--- src/rtl/pipe_pkg.sv ---
// Shared definitions for the handshaked pipeline stage register.
//   ST_EMPTY/ST_MAIN/ST_FULL : state encodings, chosen so the state value
//                              equals the number of held entries (occ)
//   OCC_W                    : width of the occupancy output
//   stage_state_e            : FSM state type built on the encodings above
package pipe_pkg;

  localparam logic [1:0] ST_EMPTY = 2'd0;
  localparam logic [1:0] ST_MAIN  = 2'd1;
  localparam logic [1:0] ST_FULL  = 2'd2;

  localparam int OCC_W = 2;

  typedef enum logic [1:0] {
    S_EMPTY = ST_EMPTY,
    S_MAIN  = ST_MAIN,
    S_FULL  = ST_FULL
  } stage_state_e;

endpackage

--- src/rtl/pipe_stage_reg_slot.sv ---
// stage_slot: one DATA_W payload register with load enable and synchronous
// clear. Clear has priority over load.
// Ports:
//   clk_i  rising-edge clock
//   clr_i  synchronous clear to zero
//   ld_i   load d_i on the next edge
//   d_i    payload to load
//   q_o    held payload
module stage_slot #(
  parameter int DATA_W = 64
) (
  input  logic              clk_i,
  input  logic              clr_i,
  input  logic              ld_i,
  input  logic [DATA_W-1:0] d_i,
  output logic [DATA_W-1:0] q_o
);

  logic [DATA_W-1:0] data_q;
  logic [DATA_W-1:0] data_d;

  always_comb begin
    data_d = data_q;
    if (clr_i) begin
      data_d = '0;
    end else if (ld_i) begin
      data_d = d_i;
    end
  end

  always_ff @(posedge clk_i) begin
    data_q <= data_d;
  end

  assign q_o = data_q;

endmodule

--- src/rtl/pipe_stage_reg.sv ---
// pipe_stage_reg: handshaked pipeline stage register with optional two-entry
// skid buffer, synchronous flush and bubble masking of the presented payload.
//
// state   | meaning
// --------+-------------------------------------------------
// S_EMPTY | nothing held, out_valid_o = 0            (occ 0)
// S_MAIN  | main slot holds the presented payload    (occ 1)
// S_FULL  | main presented, skid holds the next one  (occ 2)
//
// Ports:
//   clk_i        rising-edge clock
//   rst_i        synchronous active-high reset
//   in_valid_i   upstream has a payload
//   in_ready_o   stage accepts a payload this cycle
//   in_data_i    upstream payload
//   flush_i      synchronous kill of all held payloads
//   out_valid_o  stage presents a payload
//   out_ready_i  downstream accepts this cycle
//   out_data_o   presented payload (masked while out_valid_o = 0)
//   occ_o        number of held entries
module pipe_stage_reg
  import pipe_pkg::*;
#(
  parameter int DATA_W     = 64,
  parameter bit SKID_EN    = 1'b1,
  parameter bit CLR_BUBBLE = 1'b1,
  parameter int KILL_BIT   = -1
) (
  input  logic              clk_i,
  input  logic              rst_i,
  input  logic              in_valid_i,
  output logic              in_ready_o,
  input  logic [DATA_W-1:0] in_data_i,
  input  logic              flush_i,
  output logic              out_valid_o,
  input  logic              out_ready_i,
  output logic [DATA_W-1:0] out_data_o,
  output logic [OCC_W-1:0]  occ_o
);

  // Single-bit mask for the kill bit; stays all-zero when KILL_BIT is out of
  // range (including -1), so no out-of-range index is ever elaborated.
  function automatic logic [DATA_W-1:0] kill_mask_f();
    logic [DATA_W-1:0] m;
    m = '0;
    for (int i = 0; i < DATA_W; i++) begin
      if (i == KILL_BIT) m[i] = 1'b1;
    end
    return m;
  endfunction

  localparam logic [DATA_W-1:0] KILL_MASK = kill_mask_f();

  stage_state_e      state_q;
  stage_state_e      state_d;
  logic              in_ready;
  logic              in_xfer;
  logic              out_xfer;
  logic              out_valid;
  logic              main_ld;
  logic              skid_ld;
  logic              main_from_skid;
  logic [DATA_W-1:0] main_d;
  logic [DATA_W-1:0] main_q;
  logic [DATA_W-1:0] skid_q;

  assign out_valid = (state_q != S_EMPTY);
  assign in_xfer   = in_valid_i & in_ready;
  assign out_xfer  = out_valid & out_ready_i;

  always_comb begin
    state_d        = state_q;
    main_ld        = 1'b0;
    skid_ld        = 1'b0;
    main_from_skid = 1'b0;
    case (state_q)
      S_EMPTY: begin
        if (in_xfer) begin
          state_d = S_MAIN;
          main_ld = 1'b1;
        end
      end
      S_MAIN: begin
        if (in_xfer && out_xfer) begin
          main_ld = 1'b1;
        end else if (in_xfer && SKID_EN) begin
          // Without a skid slot in_ready is low here, so this path only
          // exists in the buffered build.
          state_d = S_FULL;
          skid_ld = 1'b1;
        end else if (out_xfer) begin
          state_d = S_EMPTY;
        end
      end
      S_FULL: begin
        // in_ready is low in FULL, so only the drain can happen.
        if (out_xfer) begin
          state_d        = S_MAIN;
          main_ld        = 1'b1;
          main_from_skid = 1'b1;
        end
      end
      default: state_d = S_EMPTY;
    endcase
    // Flush wins over any transfer on the same edge; held data is only
    // invalidated, the bubble masking hides it at the output.
    if (flush_i) begin
      state_d        = S_EMPTY;
      main_ld        = 1'b0;
      skid_ld        = 1'b0;
      main_from_skid = 1'b0;
    end
  end

  always_ff @(posedge clk_i) begin
    if (rst_i) begin
      state_q <= S_EMPTY;
    end else begin
      state_q <= state_d;
    end
  end

  assign main_d = main_from_skid ? skid_q : in_data_i;

  stage_slot #(.DATA_W(DATA_W)) u_main (
    .clk_i (clk_i),
    .clr_i (rst_i),
    .ld_i  (main_ld),
    .d_i   (main_d),
    .q_o   (main_q)
  );

  if (SKID_EN) begin : g_skid
    logic in_ready_q;

    stage_slot #(.DATA_W(DATA_W)) u_skid (
      .clk_i (clk_i),
      .clr_i (rst_i),
      .ld_i  (skid_ld),
      .d_i   (in_data_i),
      .q_o   (skid_q)
    );

    // Registered ready: high unless the skid slot will be occupied.
    always_ff @(posedge clk_i) begin
      if (rst_i) begin
        in_ready_q <= 1'b0;
      end else begin
        in_ready_q <= (state_d != S_FULL);
      end
    end

    // The rst_i gate keeps ready low during the cycles reset is held,
    // including before the first reset edge.
    assign in_ready = in_ready_q & ~rst_i;
  end else begin : g_noskid
    assign skid_q   = '0;
    assign in_ready = (~out_valid | out_ready_i) & ~rst_i;
  end

  // Bubble masking: a bubble never carries a live kill bit (e.g. RegWrite).
  always_comb begin
    out_data_o = main_q;
    if (!out_valid) begin
      if (CLR_BUBBLE) out_data_o = '0;
      out_data_o = out_data_o & ~KILL_MASK;
    end
  end

  assign in_ready_o  = in_ready;
  assign out_valid_o = out_valid;
  assign occ_o       = state_q;

endmodule

--- config.mk ---
export PLATFORM = sky130hd
export DESIGN_NAME = pipe_stage_reg
export DESIGN_NICKNAME = d
export VERILOG_FILES = /design/src/rtl/pipe_pkg.sv /design/src/rtl/pipe_stage_reg_slot.sv /design/src/rtl/pipe_stage_reg.sv
export SDC_FILE = /design/constraint.sdc
export NUM_CORES = 1
export LEC_CHECK = 0
export CORE_MARGIN = 2
export CORE_UTILIZATION = 51
export CTS_CLUSTER_DIAMETER = 40
export DETAILED_ROUTE_END_ITERATION = 10
export GPL_ROUTABILITY_DRIVEN = 0
export HOLD_SLACK_MARGIN = 0.02
export PLACE_DENSITY = 0.86
export REMOVE_ABC_BUFFERS = 1
export SYNTH_ARGS = -nofsm -noshare
export SYNTH_HDL_FRONTEND = slang
export SYNTH_HIERARCHICAL = 1
export SYNTH_SLANG_ARGS = --single-unit
--- constraint.sdc ---
create_clock -name clk_i -period 2.43 [get_ports clk_i]
set_clock_uncertainty 0.15 [all_clocks]
set_input_delay 0.6075 -clock clk_i [delete_from_list [all_inputs] [get_ports clk_i]]
set_output_delay 0.6075 -clock clk_i [all_outputs]
set_load 0.01 [all_outputs]
==> results of run 1 <==
## metrics by stage
step	util [%]	setup slack [ps]	power (mW)	area [um^2]
after floorplan	-	-5522	2.399	5876
after global placement	64.31	-227.9	2.590	7725
after detailed placement	64.31	-258.9	2.603	7725
after CTS	68.35	-135.3	4.996	8210
after global routing	68.90	-28.90	5.120	8275
final	68.90	22.67	4.956	8275
## worst max-delay path by stage
| stage | from | to | slack [ps] |
|---|---|---|---|
| after CTS | occ_o[0] | out_data_o[53] | -140 |
| after global placement | out_ready_i | u_main/q_o[1] | -230 |
| after global routing | occ_o[0] | out_data_o[25] | -30 |
| after detailed placement | out_ready_i | u_main/q_o[36] | -260 |
| after floorplan | rst_i | g_skid.u_skid/q_o[0] | -5520 |
| final | occ_o[0] | out_data_o[38] | 20 |
## worst max-delay path: cells and delay by family, from the launching register on
| kind | cells | cell delay (ps) |
|---|---|---|
| buffers and inverters | 3 | 630 |
| DFF | 1 | 370 |
| and+or+nand+nor | 2 | 230 |
## synthesized netlist by cell type
cell      count  area, um^2
mux2_4       60       900.9
nand3b_1      1       7.510
mux2i_1     128        1281
or2_4         1       8.760
dfxtp_1     131        2623
and3b_1       1       8.760
and2b_1       1       7.510
clkbuf_1      7       26.28
a21oi_1       3       15.01
nand2b_4      1       13.76
a21o_1        1       7.510
buf_12        6       120.1
nor2_1      131       491.7
mux2_2        4       45.04
buf_8        12       180.2
nor2_8        1       20.02
nor2b_1      65       406.6
nor3_1        1       5.000
nand2_1       1       3.750
a211oi_1      1       7.510
clkbuf_2      2       10.01
or4b_1        1       10.01
buf_6         2       22.52
buf_1        12       45.04
inv_1         2       7.510
o21ai_0       1       5.000
## report_power, final
part	total [mW]	internal [mW]	switching, mW
Clock	2.39	1.52	0.867
Sequential	2.19	2.18	0.0131
Combinational	0.376	0.228	0.148
## layer usage
| layer | track usage [%] | up-vias | share of wire (%) |
|---|---|---|---|
| met5 | 0 | - | 0 |
| met4 | 8.273 | 0 | 1.4 |
| met3 | 6.326 | 19 | 6.0 |
| met2 | 36.98 | 134 | 49 |
| met1 | 25.27 | 2179 | 43 |
| li1 | - | 2202 | - |
## state kept, by name, indices dropped and copies added (netlist names)
name and cells:
g_skid.in_ready_q 1, u_main/q_o 64, g_skid.u_skid/q_o 64, occ_o 2
## final cells by class
class | instances | area [um^2]
repair buffers | 160 | 1627
clock inverters | 5 | 50.05
inverters | 2 | 7.507
flip-flops and latches | 131 | 2628
fillers | 886 | 3736
well taps | 147 | 183.9
multi-input cells | 403 | 3274
clock buffers | 25 | 505.5
## cell families after synthesis
family,Yosys count
flops,131
simple gates,205
mux,192
compound gates,6
buf+inv,43
## what timing repair did
action	in CTS	in global routing
setup endpoints to repair	65	1
setup buffers	0	2
resized for setup	69	15
hold buffers	0	0
pin swaps	0	1
gates cloned	0	1
==> metrics, run 1 <==
share of layout cells above drive strength 1 17.36%; Peak VDD IR 0.4709 mV; Core Area 12010 um^2; # nets final 784; routed wire length 14080 um; largest net degree at the start of global routing 131; mux contribution to synthesized area 35.47%; Area Growth Syn to Fin 31.78%; unrepaired setup endpoints after global routing yes; Pre-antenna DRT Iters 4; initial core utilization 52.28%; vias in the first global route 4655; Rel. slew slack 62.83%; Hold Startpoint rst_i; Reg2Reg Depth 8; Cell Count, Final, Fillers Out 873; Slew @ Worst Pin 557.5 ps; detailed placement HPWL 9181 um; DP Cell Count 840; Post-Syn Instances 577; TNS Setup 0 ps; number of CTS-inserted buffers 17; gr usage total 21.48%; clock-pin transition on the worst setup and hold timing paths 50 ps; CP peak stage delay 370 ps; chip height 115.0 um; DRT iter0 DRCs 233; mean number of vias per cell 5.194; total gr overflow 0; crit path cell chain nor2_4 > buf_6 > clkbuf_16 > nor2b_1 > dlygate4sd2_1; Final Hold Fails 0; n_diodes 0; Slew Viols, Final 0; floorplan row count 40; critical path data required time 1670 ps; Worst Hold Depth 2; Simple-Gate Fraction of Synth Area 15.66%; P_leak 3.267 nW; io pins 137; Mapped Area 6280 um^2; Die Wd 115.0 um; Worst Hold Path EP g_skid.in_ready_q; status finished, final reports clean; Wirelength per Cell 16.12 um; FF+latch count, synth 131; sequential area share after synthesis 41.76%; first-pass GRT wire length 22290 um; final setup violation count 0; Max Freq 415.4 MHz; part of the cycle the worst path needs 99.07%; crit-path max FO 25; Syn. warnings 6; Hold WC Path Type input port to flip-flop; Synth Area per Inst 10.88 um^2; CP endpoint kind output pin; Max-Cap Viols 0; Synth Area in Compound Gates 0.5579%; commonest non-fill, non-tap cell in the layout nor2_1; R2R Path Start occ_o[1]; XOR/XNOR Fraction of Synth Area 0%; worst-case clock buffer depth 2; hold slack 321.2 ps; PD cells 598.9 nW/um^2; PortBufs 136; startpoint types flip-flop; synthesized-area fraction occupied by adder cells 0%; Post-route DRC 0; initial antenna violation count 0; minimum clock period 2407 ps; reg-to-reg endpoint u_main/q_o[48]; crit path kind flip-flop to output pin; main combinational cell family by area after synthesis multiplexers; clk_lat worst skew 410 ps; r2r setup slk 370 ps; Vias 4534; Post-DRT Antenna Nets 0; Root Driver clkbuf_16; CP arrival 1650 ps; htree depth 4; CTS tree yes; Synth cell types 26; slowest cell on the critical path dfxtp_4; Sink Count 131; most frequent cells in the layout 130 x nor2_1, 129 x dfxtp_1, 128 x mux2i_1; die area 13220 um^2
Power figures use the tool's default switching activity.
==> run 2, diff against run 1 <==
CORE_UTILIZATION = 55   (was 51)
PLACE_DENSITY = 0.92   (was 0.86)
clock period = 2.9 ns   (was 2.43 ns; I/O delays follow)
==> run 2 against run 1 <==
  * Core utilization up 4.1 points
  * Power is 18% lower
  * Non-clock buffer count shrank 6
  * Clock power decreased by 21%
  * Final area is 0.57% lower
  * Global-route usage up 1.7 points
  * Combinational power shrank 18%
  * Worst hold slack better by 12 ps
  * Routed wire length shrank 1.1%
  * Via count decreased by 0.77%
  * Critical endpoint is now out_data_o[16]
  * Largest cell class unchanged
  * Highest routed layer unchanged
==> metrics, run 2 (synthesis results as in run 1) <==
Slew Viols, Final 0 (unchanged); initial antenna violation count 0 (unchanged); share of layout cells above drive strength 1 16.18% (was 17.36%); CP arrival 1930 ps (was 1650 ps); status finished, final reports clean (unchanged); number of CTS-inserted buffers 17 (unchanged); crit path kind flip-flop to output pin (unchanged); clk_lat worst skew 410 ps (about the same); die area 12290 um^2 (was 13220 um^2); Area Growth Syn to Fin 31.02% (was 31.78%); Final Hold Fails 0 (unchanged); Post-route DRC 0 (unchanged); slowest cell on the critical path clkdlybuf4s50_1 (was dfxtp_4); crit-path max FO 8 (was 25); PortBufs 136 (unchanged); vias in the first global route 4812 (was 4655); detailed placement HPWL 9028 um (was 9181 um); commonest non-fill, non-tap cell in the layout clkdlybuf4s50_1 (was nor2_1); Hold WC Path Type flip-flop to flip-flop (was input port to flip-flop); Core Util, Final 72.99% (was 68.90%); n_diodes 0 (unchanged); routed wire length 13930 um (was 14080 um); part of the cycle the worst path needs 96.75%; Core Area 11270 um^2 (was 12010 um^2); Post-DRT Antenna Nets 0 (unchanged); minimum clock period 2806 ps; Wirelength per Cell 16.08 um (was 16.12 um); CTS tree yes (unchanged); Pre-antenna DRT Iters 4 (unchanged); R2R Path Start occ_o[1] (unchanged); largest net degree at the start of global routing 127 (was 131); io pins 137 (unchanged); Root Driver clkbuf_16 (unchanged); P_leak 2.921 nW (was 3.267 nW); Max-Cap Viols 0 (unchanged); Rel. slew slack 63.81% (was 62.83%); critical path data required time 2030 ps (was 1670 ps); Hold Startpoint u_main/q_o[37] (was rst_i); worst-case clock buffer depth 2 (unchanged); clock-pin transition on the worst setup and hold timing paths 50 ps (about the same); crit path from occ_o[0] (unchanged); Max Freq 356.4 MHz; # nets final 779 (was 784); Vias 4499 (was 4534); Slew @ Worst Pin 542.8 ps (was 557.5 ps); Hold Buf Count CTS 0 (unchanged); unrepaired setup endpoints after global routing no (was yes); CP peak stage delay 570 ps (was 370 ps); mean number of vias per cell 5.195 (was 5.194); CP endpoint kind output pin (unchanged); chip height 110.9 um (was 115.0 um); initial core utilization 55.71% (was 52.28%); htree depth 4 (unchanged); Peak VDD IR 0.4336 mV (was 0.4709 mV); Sink Count 131 (unchanged); startpoint types flip-flop (unchanged); final setup violation count 0 (unchanged); gr usage total 23.14% (was 21.48%); PD cells 491.4 nW/um^2 (was 598.9 nW/um^2); total gr overflow 0 (unchanged); first-pass GRT wire length 22980 um (was 22290 um); floorplan row count 39 (was 40); DRT iter0 DRCs 241 (was 233); crit path cell chain nor2_4 > buf_4 > nor2b_1 > clkdlybuf4s50_1 (was nor2_4 > buf_6 > clkbuf_16 > nor2b_1 > dlygate4sd2_1); hold slack 333.1 ps (was 321.2 ps); Die Wd 110.9 um (was 115.0 um); most frequent cells in the layout 135 x clkdlybuf4s50_1, 130 x nor2_1, 129 x dfxtp_1 (was 130 x nor2_1, 129 x dfxtp_1, 128 x mux2i_1)
run 2: cell count changes in the layout (fill, tap and decap cells not counted), moves of 2 or more:
cell,delta
buf_4,-2
buf_6,-2
clkbuf_1,+4
clkdlybuf4s15_1,-12
clkdlybuf4s50_1,+65
dlygate4sd2_1,-52
nor2b_1,+2
nor2b_2,-2
run 2: per-stage QoR:
step | setup TNS [ps] | worst slack, ps | instances | total power, mW | cell area, um^2
2_1_floorplan | -584790 | -5170 | 536 | 2.010 | 5876
3_3_place_gp | 0 | 119.0 | 831 | 2.167 | 7670
3_5_place_dp | 0 | 57.43 | 831 | 2.179 | 7670
4_1_cts | 0 | 34.98 | 866 | 4.080 | 8227
5_1_grt | 0 | 7.349 | 866 | 4.196 | 8228
6_report | 0 | 94.32 | 866 | 4.043 | 8228
run 2: critical path, delay by kind of cell (launching register included):
kind	cells	cell delay (ps)
flops	1	460
buf+inv	2	750
simple gates	2	310
run 2: report_power, final:
| part | internal [mW] | leakage (nW) | switching, mW |
|---|---|---|---|
| sequential | 1.82 | 1.06 | 0.0121 |
| clock | 1.18 | 0.258 | 0.718 |
| combinational | 0.189 | 1.60 | 0.122 |
run 2: metal layers:
metal / vias to the layer above / share of wire, % / global-route usage (%)
met5: - / 0 / 0
met2: 130 / 50 / 40.57
met4: 0 / 1.4 / 7.833
li1: 2185 / - / -
met3: 21 / 5.5 / 7.436
met1: 2163 / 43 / 26.61
run 2: cell type report:
cell class	instances	area, um^2
fillers	770	3044
inverters	2	7.507
flip-flops and latches	131	2625
well taps	143	178.9
multi-input cells	404	3281
repair buffers	154	1607
clock buffers	28	506.7
clock inverters	4	22.52
run 2: path summary, 6_finish.rpt:
| path | endpoint | slack (ps) | cells past startpoint |
|---|---|---|---|
| worst min-delay path | u_main/q_o[37] | 330 | 2 |
| worst min register to register | u_main/q_o[37] | 330 | 2 |
| worst max register to register | u_main/q_o[26] | 670 | 8 |
| worst max-delay path | out_data_o[16] | 90 | 4 |
run 2: timing repair:
action                                  in CTS  in global routing
resized for setup                            2                  1
pin swaps                                    1                  0
endpoints found under the setup margin      65                  4
cloned                                       1                  0
setup buffers                                2                  0
==> run 3, diff against run 2 <==
CORE_UTILIZATION = 53   (was 55)
PLACE_DENSITY = 0.91   (was 0.92)
SYNTH_HIERARCHICAL = not set   (was 1)
==> run 3 against run 2 <==
  * Clock-buffer cell count decreased by 8
  * Maximum frequency down 0.95%
  * Combinational power is 7.4% lower
  * Global-route usage rose by 3.7 points
  * Sequential cell count unchanged
  * Power up 11%
  * Core utilization grew 1.9 points
==> metrics, run 3 <==
status finished, final reports clean (unchanged); Synth Area in Compound Gates 16.61% (was 0.5579%); dpl cell area 6999 um^2 (was 7670 um^2); Hold WC Path Type flip-flop to flip-flop (unchanged); Wirelength per Cell 15.29 um (was 16.08 um); CTS tree yes (unchanged); sequential area share after synthesis 47.51% (was 41.76%); minimum clock period 2832 ps (was 2806 ps); Final Hold Fails 0 (unchanged); area leader, netlist dfxtp_1 (unchanged); Core Area 10230 um^2 (was 11270 um^2); chip height 106.1 um (was 110.9 um); crit-path max FO 65 (was 8); Mapped Area 5520 um^2 (was 6280 um^2); Vias 5558 (was 4499); CP arrival 1960 ps (was 1930 ps); XOR/XNOR Fraction of Synth Area 0% (unchanged); io pins 137 (unchanged); Post-route DRC 0 (unchanged); crit path kind flip-flop to output pin (unchanged); # nets final 902 (was 779); count leader, synth nand2_1; Async SR Flop Fraction 0% (unchanged); hold slack 304.8 ps (was 333.1 ps); P_leak 2.612 nW (was 2.921 nW); vias in the first global route 5337 (was 4812); commonest non-fill, non-tap cell in the layout nand2_1 (was clkdlybuf4s50_1); total gr overflow 0 (unchanged); Peak VDD IR 0.3260 mV (was 0.4336 mV); Root Driver clkbuf_8 (was clkbuf_16); Post-Syn Instances 728 (was 577); routed wire length 15000 um (was 13930 um); main combinational cell family by area after synthesis simple AND/OR/NAND/NOR gates (was multiplexers); Synth Area per Inst 7.583 um^2 (was 10.88 um^2); Simple-Gate Fraction of Synth Area 30.94% (was 15.66%); largest net degree at the start of global routing 88 (was 127); Cell Count, Final, Fillers Out 981 (was 866); final setup violation count 0 (unchanged); PD cells 584.1 nW/um^2 (was 491.4 nW/um^2); Slew Viols, Final 0 (unchanged); Max Freq 353.0 MHz (was 356.4 MHz); post-route cell area 7666 um^2 (was 8228 um^2); n_diodes 0 (unchanged); die area 11250 um^2 (was 12290 um^2); synthesized-area fraction occupied by adder cells 0% (unchanged); Syn. warnings 0 (was 6); Rel. slew slack 40.04% (was 63.81%); mux contribution to synthesized area 0.1813% (was 35.47%); startpoint types flip-flop (unchanged); clock-pin transition on the worst setup and hold timing paths 60 ps (was 50 ps); unrepaired setup endpoints after global routing no (unchanged); Commonest cells post-synth 257 x nand2_1, 131 x dfxtp_1, 68 x nor2b_1 (was 131 x dfxtp_1, 131 x nor2_1, 128 x mux2i_1); TNS Setup 0 ps (unchanged); worst-case clock buffer depth 2 (unchanged); first-pass GRT wire length 24560 um (was 22980 um); detailed placement HPWL 8927 um (was 9028 um); crit path from occ_o[0] (unchanged); Sink Count 131 (unchanged); Pre-antenna DRT Iters 5 (was 4); Area Growth Syn to Fin 38.87% (was 31.02%); share of layout cells above drive strength 1 6.272% (was 16.18%); Hold Startpoint g_skid.u_skid.q_o[18] (was u_main/q_o[37]); most frequent cells in the layout 257 x nand2_1, 133 x clkdlybuf4s50_1, 129 x dfxtp_1 (was 135 x clkdlybuf4s50_1, 130 x nor2_1, 129 x dfxtp_1); initial core utilization 53.96% (was 55.71%); clk_lat worst skew 510 ps (was 410 ps); DP Cell Count 950 (was 831); Synth top area share 47.51% (was 41.76%); Synth cell types 23 (was 26); most area-consuming cells after synthesis dfxtp_1 48%, nand2_1 17%, a311oi_1 10% (was dfxtp_1 42%, mux2i_1 20%, mux2_4 14%); initial antenna violation count 0 (unchanged); number of CTS-inserted buffers 17 (unchanged); Post-DRT Antenna Nets 0 (unchanged); Slew @ Worst Pin 899.4 ps (was 542.8 ps); floorplan row count 37 (was 39); Max-Cap Viols 0 (unchanged); part of the cycle the worst path needs 97.67% (was 96.75%); PortBufs 136 (unchanged); mean number of vias per cell 5.666 (was 5.195); critical path data required time 2030 ps (about the same); R2R Path Start occ_o[0] (was occ_o[1]); top_reg_cell synth dfxtp_1 (unchanged); number of flops mapped to enable cells by yosys 0 (unchanged); gr usage total 26.87% (was 23.14%); CP endpoint kind output pin (unchanged); htree depth 4 (unchanged); Die Wd 106.1 um (was 110.9 um); FF+latch count, synth 131 (unchanged); DRT iter0 DRCs 391 (was 241)
## run 3: report_power, final
| part | total (mW) | switching, mW | internal (mW) |
|---|---|---|---|
| Combinational | 0.287 | 0.137 | 0.150 |
| Clock | 2.34 | 0.781 | 1.56 |
| Sequential | 1.85 | 0.0197 | 1.83 |
| Total | 4.48 | 0.938 | 3.54 |
## run 3: critical path, cell delays in order (launching register included)
cell and delay (ps):
dfxtp_2 410, nor2_4 70, buf_12 200, nor2b_1 210
clkdlybuf4s50_1 570
## run 3: metal layers
metal | wire length, um | vias to the layer above | global-route usage [%]
li1 | - | 2638 | -
met1 | 5918 | 2636 | 31.91
met2 | 7762 | 259 | 47.10
met3 | 1063 | 25 | 6.806
met4 | 254 | 0 | 9.492
met5 | 0 | - | 0
## run 3: worst paths after layout
path	endpoint	slack (ps)	cells past startpoint
max	out_data_o[21]	70	4
min	g_skid.u_skid.q_o[18]	300	2
max reg2reg	u_main.q_o[43]	850	5
min reg2reg	g_skid.u_skid.q_o[18]	300	2
## run 3: layout make-up
type	instances	area, um^2
tap	136	170.2
clock inverter	11	198.9
sequential	131	2628
timing repair buffer	149	1536
multi-input combinational	533	2674
inverter	1	3.754
clock buffer	20	455.4
fill	716	2565
## run 3: cell families after synthesis
logic type,count (synthesis)
and+or+nand+nor,400
AOI/OAI and AO/OA,132
DFF,131
buffers and inverters,64
muxes,1
## run 3: per-stage QoR
step	power, mW	util (%)	worst slack [ps]
finish	4.478	74.93	67.52
global route	4.598	74.93	4.218
CTS	4.493	74.86	38.91
detailed placement	2.175	68.41	102.9
global placement	2.162	68.41	222.1
floorplan	1.992	-	-3839
## run 3: what timing repair did
item                                    CTS  global route
hold endpoints to repair                  0             0
resized for setup                         3             3
endpoints found under the setup margin   64             3
hold buffers                              0             0
buffers inserted                          0             0
==> edit 1 (settings of run 1) <==
`DATA_W` is set to 64 in 2 places; all go to 32.
--- a/src/rtl/pipe_stage_reg_slot.sv
+++ b/src/rtl/pipe_stage_reg_slot.sv
@@ -7,7 +7,7 @@
 //   d_i    payload to load
 //   q_o    held payload
 module stage_slot #(
-  parameter int DATA_W = 64
+  parameter int DATA_W = 32
 ) (
   input  logic              clk_i,
   input  logic              clr_i,
--- a/src/rtl/pipe_stage_reg.sv
+++ b/src/rtl/pipe_stage_reg.sv
@@ -21,7 +21,7 @@
 module pipe_stage_reg
   import pipe_pkg::*;
 #(
-  parameter int DATA_W     = 64,
+  parameter int DATA_W     = 32,
   parameter bit SKID_EN    = 1'b1,
   parameter bit CLR_BUBBLE = 1'b1,
   parameter int KILL_BIT   = -1
Interface: changed (resized in_data_i and out_data_o); port bits go from 137 to 73. The function was not compared with the original's and may differ.
==> edit 1 against run 1 <==
Utilization is 2.1 points higher. Highest routed layer unchanged. Sequential power is 49% lower. Synthesized area is 50% lower. Sequential cell count is 64 lower. Setup slack better by 37 ps. Die area is 49% lower. Final area is 49% lower. Power is 49% lower. Critical path depth is 1 lower. Wire length is 53% lower. Clock power is 49% lower.
==> edit 1: results <==
set metrics [dict create \
    outcome "finished clean" \
    numCtsBuffers 9 \
    r2r_end "u_main/q_o[5]$_SDFFE_PP0P_" \
    synth_cell_types 24 \
    drive_gt1_share_pct 19.0 \
    grt_start_max_net_pins 68 \
    post_cts_resized 16 \
    vias 2343 \
    critPathMaxFanout 14 \
    power_leakage_nw 1.73 \
    drtIter0Drc 106 \
    clkLatencyLatePin_ps 330 \
    wl_met3_um 305 \
    yosys_warnings 6 \
    async_flop_share_pct 0 \
    synth-seq-area-share_pct 42.9 \
    tightest_slew_ps 660 \
    hold_slack_ps 336 \
    sw_frac_of_total_pct 20.5 \
    hp-start "u_main/q_o[10]$_SDFFE_PP0P_" \
    io_buffers 72 \
    ys_top_cells_by_count "dfxtp_1 (67), nor2_1 (67), mux2i_1 (64), nor2b_1 (32), mux2_2 (31)" \
    crit_family "buffers and inverters" \
    synthTopCellsByArea "dfxtp_1 (43%), mux2i_1 (20%), mux2_2 (11%), nor2_1 (8.0%), nor2b_1 (6.4%)" \
    grt_pass1_wl_mm 10.5 \
    antenna_found_initial 0 \
    wl_per_cell_um 14.5 \
    cp_slowest_stage_delay_ps 470 \
    r2r-start "occ_o[0]$_SDFF_PP0_" \
    holdPathStages 2 \
    r2r_cells 7 \
    clk_pin_slew_ps 70 \
    fillerInstances 451 \
    postCtsSetupBuffers 0 \
    highest_layer "met4" \
    diodes 0 \
    ff2ff_setup_slack_ps 430 \
    wirelength_mm 6.65 \
    hold_class "register to register" \
    grt_usage_pct 20.4 \
    dpl.hpwl_mm 4.30 \
    critical_path.startpoint "occ_o[1]$_SDFF_PP0_" \
    dpl.cell_count 443 \
    pre_cts_slack_ps -189 \
    drt-met1-wl_mm 3.10 \
    ys.flop_type "dfxtp_1" \
    min_to "u_main/q_o[10]$_SDFFE_PP0P_" \
    avgSynthCellArea_um2 10.4 \
    clockBufferDepth 2 \
    worst_ep_arrival_time_ps 1610 \
    drc 0 \
    nets 416 \
    cp_slowest_cell "clkdlybuf4s50_1" \
    dpl_cell_area_um2 3900 \
    clock-root-buffer "clkbuf_8" \
    drt_first_pass_iters 4 \
    htree_levels 3 \
    ir_drop_uv 437 \
    wl_met2_mm 3.13 \
]
-- edit 1: changes by cell type after synthesis, moves of 2 or more --
cell	delta
clkbuf_2	-2
buf_6	+3
mux2i_1	-64
buf_1	-12
buf_8	-12
clkbuf_1	+2
nor2_1	-64
nor2b_1	-33
and2b_2	+2
mux2_4	-60
mux2_2	+27
dfxtp_1	-64
-- edit 1: area by class of cell --
type	count	area, um2	share of cell area [%]
clock buffers	9	124	2.95
clock inverters	7	140	3.34
inverters	2	7.51	0.179
multi-input cells	211	1590	37.8
flip-flops and latches	67	1350	32.1
well taps	75	93.8	2.23
repair buffers	88	901	21.4
-- edit 1: worst max-delay path by stage --
stage	end	slack, ps
detailed placement	u_main/q_o[12]$_SDFFE_PP0P_	-190
global placement	u_main/q_o[9]$_SDFFE_PP0P_	-150
CTS	out_data_o[11]	4
global route	out_data_o[12]	5
floorplan	g_skid.u_skid/q_o[0]$_SDFFE_PP0P_	-2320
finish	out_data_o[10]	60
-- edit 1: kinds of logic after synthesis --
logic type | after synthesis | synth area share [%]
DFF | 67 | 42.9
AOI/OAI and AO/OA | 6 | 1.24
and+or+nand+nor | 109 | 16.9
buffers and inverters | 22 | 6.96
muxes | 96 | 32.0
-- edit 1: power groups by stage --
stage	logic, mW	clock network [mW]	registers [mW]
after floorplan	0.0703	0	1.14
after global placement	0.177	0	1.14
after detailed placement	0.181	0	1.14
after CTS	0.182	1.23	1.12
after global routing	0.197	1.28	1.12
final	0.183	1.22	1.12
-- edit 1: routing by layer --
| metal | vias up | GRT usage, % |
|---|---|---|
| met1 | 1100 | 25.3 |
| met5 | - | 0 |
| li1 | 1165 | - |
| met3 | 14 | 3.70 |
| met2 | 64 | 34.2 |
| met4 | 0 | 9.83 |
==> edit 2 (settings of run 1) <==
Without the edit above. Reset style: asynchronous (`rst_i`), changed in 2 clocked blocks. Comments in the files are not updated.
--- a/src/rtl/pipe_stage_reg.sv
+++ b/src/rtl/pipe_stage_reg.sv
@@ -112,7 +112,7 @@
     end
   end
 
-  always_ff @(posedge clk_i) begin
+  always_ff @(posedge clk_i or posedge rst_i) begin
     if (rst_i) begin
       state_q <= S_EMPTY;
     end else begin
@@ -142,7 +142,7 @@
     );
 
     // Registered ready: high unless the skid slot will be occupied.
-    always_ff @(posedge clk_i) begin
+    always_ff @(posedge clk_i or posedge rst_i) begin
       if (rst_i) begin
         in_ready_q <= 1'b0;
       end else begin
Formal check against the unedited RTL: differs if rst_i is asserted again (counterexample within 4 cycles, from zero or initial values and one cycle with rst_i high); with rst_i held inactive, the same outputs for 10 cycles.
==> edit 2 against run 1 <==
Power is 13% higher. Sequential share of layout area is 0.86 points higher. Synthesized area is 0.70% lower. Clock power is 17% higher. Count of clock-buffer cells in the layout is 8 lower. Critical endpoint is now out_data_o[57]. Wire length is 2.6% lower. Final area is 2.3% lower. Via count is 0.86% lower. Setup slack worse by 8.4 ps. Sequential cell count stayed put.
==> edit 2: results <==
set metrics [dict create \
    n_all_buffers 162 \
    fillerInstances 929 \
    dpl.hpwl_mm 9.04 \
    cp_slowest_cell "dfrtp_1" \
    hold_class "input port to asynchronous set/reset pin" \
    outcome "finished clean" \
    clkCellAreaFrac_pct 8.11 \
    muxShareOfSynthArea_pct 35.1 \
    buf_share_pct 17.3 \
    ys_top_cells_by_count "nor2_1 (129), dfxtp_1 (128), mux2i_1 (128), and2_1 (64), mux2_4 (49)" \
    synthTopCellsByArea "dfxtp_1 (41%), mux2i_1 (21%), mux2_4 (12%), nor2_1 (7.8%), and2_1 (6.4%)" \
    gr-usage-met3_pct 5.45 \
    max_slew_margin_pct 64.1 \
    nMultiInputCombCells 401 \
    nets 783 \
    dpl_cell_area_um2 7720 \
    dieArea_um2 13100 \
    grt_pass1_vias 4575 \
    vias 4495 \
    seq_area_um2 2640 \
    grt_usage_pct 21.2 \
    critPathMaxFanout 29 \
    grt_pass1_wl_mm 22.1 \
    post_cts_resized 158 \
    power_leakage_nw 3.26 \
    wl_per_cell_um 15.7 \
    inverters 1 \
    pre_cts_slack_ps -224 \
    drtIter0Drc 230 \
    synth_compound_area_share_pct 0.461 \
    seq_cell_count 131 \
    synth_cell_types 28 \
    avgSynthCellArea_um2 10.8 \
    utilization_pct 67.6 \
    wirelength_mm 13.7 \
    use_met1_pct 25.9 \
]
-- edit 2: where the power goes --
part	switching, mW	leakage, nW	internal, mW
clock	0.975	0.310	1.83
sequential	0.0298	1.07	2.21
combinational	0.244	1.88	0.311
-- edit 2: final timing paths --
| path | to | start | slack (ps) |
|---|---|---|---|
| min in group clk_i | u_main/q_o[6]$_SDFFE_PP0P_ | u_main/q_o[6]$_SDFFE_PP0P_ | 340 |
| worst max-delay path | out_data_o[57] | occ_o[1]$_DFF_PP0_ | 10 |
| worst min register to register | u_main/q_o[6]$_SDFFE_PP0P_ | u_main/q_o[6]$_SDFFE_PP0P_ | 340 |
| worst max register to register | g_skid.u_skid/q_o[21]$_SDFFE_PP0P_ | occ_o[1]$_DFF_PP0_ | 260 |
| max in group asynchronous | g_skid.in_ready_q$_DFF_PP0_ | rst_i | 1650 |
| worst min-delay path | occ_o[1]$_DFF_PP0_ | rst_i | 330 |
